===== config.mk =====
export PLATFORM = sky130hd
export DESIGN_NAME = ram_arbiter
export DESIGN_NICKNAME = d
export VERILOG_FILES = /design/src/rtl/ram_arbiter.sv
export SDC_FILE = /design/constraint.sdc
export NUM_CORES = 1
export LEC_CHECK = 0
export CAP_MARGIN = 20
export CORE_UTILIZATION = 30
export DETAILED_ROUTE_END_ITERATION = 8
export SYNTH_ARGS = -nofsm -noshare
export SYNTH_HDL_FRONTEND = slang
export SYNTH_SLANG_ARGS = --single-unit

===== constraint.sdc =====
create_clock -name clk -period 3.2 [get_ports clk]
set_input_delay 0.96 -clock clk [delete_from_list [all_inputs] [get_ports clk]]
set_output_delay 0.96 -clock clk [all_outputs]
set_load 0.05 [all_outputs]

===== src/rtl/ram_arbiter.sv =====
// Shares the single-port command RAM between the SPI command stream (requester 0) and
// the local host (requester 1); address/data pairs stay atomic and read data returns to its issuer.
module ram_arbiter #(
    parameter int TIMEOUT = 15
) (
    input  logic       clk,
    input  logic       rst,
    input  logic [9:0] req0_cmd,
    input  logic       req0_valid,
    output logic       req0_ready,
    input  logic [9:0] req1_cmd,
    input  logic       req1_valid,
    output logic       req1_ready,
    output logic [7:0] rsp0_data,
    output logic       rsp0_valid,
    output logic [7:0] rsp1_data,
    output logic       rsp1_valid,
    output logic [9:0] ram_din,
    output logic       ram_rx_valid,
    input  logic [7:0] ram_dout,
    input  logic       ram_tx_valid,
    output logic       owner,
    output logic       busy,
    output logic       rd_timeout
);
    localparam int CW = $clog2(TIMEOUT + 1);
    localparam logic [CW-1:0] CNT_LAST = CW'(TIMEOUT - 1);

    typedef enum logic [1:0] {IDLE, LOCKED, WAIT_RD} state_t;

    state_t          r_state;
    state_t          w_next;
    logic            r_last;
    logic            r_owner;
    logic [CW-1:0]   r_cnt;
    logic [9:0]      r_ram_din;
    logic            r_ram_rx_valid;
    logic [7:0]      r_rsp0_data;
    logic [7:0]      r_rsp1_data;
    logic            r_rsp0_valid;
    logic            r_rsp1_valid;
    logic            r_rd_timeout;

    logic            w_grant;
    logic            w_accept;
    logic [9:0]      w_cmd;
    logic            w_rsp_fire;
    logic            w_timeout_fire;

    // Handshake: a command transfers on a rising edge where reqX_valid & reqX_ready;
    // ready is combinational, never depends on the other ready, and at most one is high.
    always_comb begin
        w_grant  = r_owner;
        w_accept = 1'b0;
        case (r_state)
            IDLE: begin
                if (req0_valid && req1_valid) begin
                    w_grant  = ~r_last;
                    w_accept = 1'b1;
                end else if (req0_valid) begin
                    w_grant  = 1'b0;
                    w_accept = 1'b1;
                end else if (req1_valid) begin
                    w_grant  = 1'b1;
                    w_accept = 1'b1;
                end
            end
            LOCKED: begin
                w_grant  = r_owner;
                w_accept = r_owner ? req1_valid : req0_valid;
            end
            default: begin
                w_grant  = r_owner;
                w_accept = 1'b0;
            end
        endcase
    end

    assign w_cmd      = w_grant ? req1_cmd : req0_cmd;
    assign req0_ready = w_accept & ~w_grant;
    assign req1_ready = w_accept & w_grant;

    always_comb begin
        w_next         = r_state;
        w_rsp_fire     = 1'b0;
        w_timeout_fire = 1'b0;
        case (r_state)
            IDLE, LOCKED: begin
                if (w_accept) begin
                    case (w_cmd[9:8])
                        2'b01:   w_next = IDLE;
                        2'b11:   w_next = WAIT_RD;
                        default: w_next = LOCKED;
                    endcase
                end
            end
            WAIT_RD: begin
                // A response arriving on the timeout cycle still wins.
                if (ram_tx_valid) begin
                    w_rsp_fire = 1'b1;
                    w_next     = IDLE;
                end else if (r_cnt == CNT_LAST) begin
                    w_timeout_fire = 1'b1;
                    w_next         = IDLE;
                end
            end
            default: w_next = IDLE;
        endcase
    end

    always_ff @(posedge clk) begin
        if (rst) begin
            r_state        <= IDLE;
            r_last         <= 1'b1;
            r_owner        <= 1'b0;
            r_cnt          <= '0;
            r_ram_din      <= '0;
            r_ram_rx_valid <= 1'b0;
            r_rsp0_data    <= '0;
            r_rsp1_data    <= '0;
            r_rsp0_valid   <= 1'b0;
            r_rsp1_valid   <= 1'b0;
            r_rd_timeout   <= 1'b0;
        end else begin
            r_state        <= w_next;
            r_ram_rx_valid <= w_accept;
            r_rsp0_valid   <= w_rsp_fire & ~r_owner;
            r_rsp1_valid   <= w_rsp_fire & r_owner;
            r_rd_timeout   <= w_timeout_fire;
            if (w_accept) begin
                r_ram_din <= w_cmd;
                if (r_state == IDLE) r_last <= w_grant;
                if (w_cmd[9:8] != 2'b01) r_owner <= w_grant;
            end
            if (w_rsp_fire) begin
                if (r_owner) r_rsp1_data <= ram_dout;
                else         r_rsp0_data <= ram_dout;
            end
            // Held at zero outside WAIT_RD so every read starts from a cleared count.
            if (r_state != WAIT_RD)
                r_cnt <= '0;
            else if (!ram_tx_valid && r_cnt != CNT_LAST)
                r_cnt <= r_cnt + CW'(1);
        end
    end

    assign ram_din      = r_ram_din;
    assign ram_rx_valid = r_ram_rx_valid;
    assign rsp0_data    = r_rsp0_data;
    assign rsp1_data    = r_rsp1_data;
    assign rsp0_valid   = r_rsp0_valid;
    assign rsp1_valid   = r_rsp1_valid;
    assign owner        = r_owner;
    assign busy         = (r_state != IDLE);
    assign rd_timeout   = r_rd_timeout;
endmodule


==> impl_results.md <==
* Fraction of final layout cells sized beyond drive strength 1 at 0.129
* Number of buffers inserted for hold repair after clock tree synthesis at 0
* Gpl congestion at 0.811
* Total power per unit cell area at 563 nW/um^2
* Arrival time at the worst endpoint at 2190 ps
* Endpoint kind of the worst setup timing path: output pin
* Startpoint of the most critical setup path: req1_valid
* Antenna violations before repair at 0
* Slew HR at 0.630
* Leak Pwr at 0.959 nW
* Cell count after placement at 311
* Width of the die at 75.3 um
* Wire length reported by the detailed router at 3850 um
* Fmax achieved at 0.317 GHz
* Iteration-0 DRC count of the detailed router at 18
* TritonCTS clock tree: done
* Drt drc at 0
* IO Count at 67
* Area enclosed by the die boundary at 5670 sq um
* Flops & latches, synth at 38
* Max-Cap Viols at 0
* Max IR drop VDD at 221 uV
* Placed wire-length estimate after detailed placement at 2780 um
* Worst hold path cell count at 2
* Fill cell count at 530
* Maximum number of pins on one net before global-route repair at 25
* Routed via count at 1421
* Hold path start: rsp0_data[4]
* Num Clock Sinks at 38
* Area of the multi-input gates at 777 sq um
* Total inserted antenna cells at 0
* Unrepaired setup endpoints after global routing: no
* Path class of the lowest-slack min-delay path: reg -> reg
* Clock skew at 7.85 ps
* Number of cells produced by synthesis at 179
* Worst path required time at 2240 ps
* Hold WS at 458 ps
* Largest fanout on the critical path at 4
* Worst reg2reg path depth at 5
* Reg-to-Reg Start: r_state[1]
* Setup Fix Bufs, Post-CTS at 0
* Tot GR Track Use at 0.142
* Final nets at 283
* Synth Cell Area at 1610 sq um
* Maximum level of the CTS H-tree at 2
* Sequential area share after synthesis at 0.472
* Layout overhead on the synthesized area at 54.9%
* Maximum clock path buffer count at 2
* Startpoint type of the worst setup path: input port
* Min cycle time layout at 3150 ps
* Avg Synthesized Cell Area at 9.01 sq um
* Count of endpoints failing setup in the final report at 0
* Antenna viol nets, final at 0
* Y dimension of the die at 75.3 um
* DR pass1 iterations at 4
* Starting utilization of the core area at 0.314
* TritonCTS buffer count at 5
* Clock Root Buffer: clkbuf_8
* Fraction of the cycle the final worst path needs at 0.985
* Chain of cells forming the critical path: clkdlybuf4s50_1 > inv_1 > a211oi_4 > and2b_2 > buf_6
* Detail-routed net length per standard cell at 12.1 um
* Via count of the first global-routing pass at 1317
* First-pass GRT wire length at 6040 um
* Number of warning messages in the yosys log at 0
* Stage delay of the slowest cell on the critical path at 520 ps
* Leftover overflow at the end of global routing at 0
* Finished Layout Cells at 319
* Outcome: finished, final reports clean
* Number of enable flip-flop cells after synthesis at 0
* Synth async-reset ratio at 0
* Max-slew violations at 0
* Rows at 26
* Worst-margin pin slew at 552 ps
* CTS resizes at 2
* Synth unique cells at 34
* Clock slew at the register clock pins of the worst setup and hold paths at 80 ps
* Number of nets produced by synthesis at 214
* CP Class: in -> out
* Standard cell core area at 5140 sq um
* Area taken by flip-flops and latches at 761 sq um
* Vias/cell at 4.45
* Flip-flop cell with the highest count after synthesis: dfxtp_1
* Insertion delay of the later-clocked pin in the worst-skew pair at 280 ps
* Cell with the largest stage delay on the worst path: clkdlybuf4s50_1
* # port buffers at 66
* Final Hold Violating Endpoints at 0
synthesized netlist by cell type, types with 2 or more instances:
cell type  number  area (sq um)
inv_1           9          33.8
ha_1            2          25.0
dfxtp_1        38           761
a211oi_2        9           113
a211oi_1        3          22.5
a21oi_1        17          85.1
mux2i_1        10           100
nand2_1        39           146
buf_1           2          7.51
nand3b_1        2          15.0
clkbuf_1        3          11.3
buf_2           2          10.0
xor2_1          2          17.5
nor2_1         21          78.8
per-stage QoR:
step / utilization / worst slack, ps / power (mW) / TNS, ps / cell area, sq um
2_1_floorplan: - / 92.9 / 0.781 / 0 / 1610
3_3_place_gp: 0.459 / -256 / 0.917 / -406 / 2360
3_5_place_dp: 0.459 / -274 / 0.920 / -447 / 2360
4_1_cts: 0.487 / 10.0 / 1.43 / 0 / 2500
5_1_grt: 0.486 / 5.14 / 1.48 / 0 / 2500
6_report: 0.486 / 49.3 / 1.41 / 0 / 2500
flip-flops by register name, summed over array words and instances, names as in the netlist:
signal        cells
owner             1
r_cnt             4
r_last            1
r_state           2
ram_din          10
ram_rx_valid      1
rd_timeout        1
rsp0_data         8
rsp0_valid        1
rsp1_data         8
rsp1_valid        1
report_power, final:
part	switching (mW)	internal [mW]
Combinational	0.222	0.161
Sequential	0.0209	0.503
Clock	0.169	0.333
Total	0.411	0.996
cells by family (layout without fill, tap and decap cells):
family	after synthesis	count (layout)	synth area share
and+or+nand+nor	71	71	0.189
buffers and inverters	17	87	0.0512
adders and majority gates	2	2	0.0155
muxes	11	11	0.0690
AOI/OAI and AO/OA	37	37	0.188
xor gates and xnor gates	3	3	0.0163
DFF	38	38	0.472
routing by layer:
| layer | global-route usage | wire length (um) | vias up |
|---|---|---|---|
| li1 | - | - | 740 |
| met3 | 0.0582 | 358 | 2 |
| met2 | 0.232 | 1770 | 48 |
| met1 | 0.172 | 1690 | 631 |
| met4 | 0.0432 | 22 | 0 |
| met5 | 0 | 0 | - |
cells in the final DEF (no fill, tap or decap), drive strengths merged, types with 2 or more instances in the layout:
master	Yosys	layout
a21oi	17	17
inv	9	9
a211oi	12	12
mux2i	10	10
nand2	39	39
buf	5	6
clkdlybuf4s50	0	63
ha	2	2
clkbuf	3	7
xor2	2	2
nor2	21	21
nand3b	2	2
dfxtp	38	38
bufinv	0	2
cell type report:
cell class | count | area share
clock buffers | 6 | 0.0330
clock inverters | 2 | 0.0240
inverters | 9 | 0.0135
multi-input cells | 124 | 0.311
flip-flops and latches | 38 | 0.304
well taps | 70 | 0.0351
repair buffers | 70 | 0.279
critical path, delay by kind of cell:
kind            cells  cell delay [ps]
compound gates      1              250
simple gates        1              210
buf+inv             3              780
worst paths after layout:
path                            slack [ps]            to
worst max-delay path                    50    req1_ready
worst min-delay path                   460  rsp0_data[4]
worst max register to register        1320    r_state[1]
worst min register to register         460  rsp0_data[4]
(Power assumes the default switching activity.)
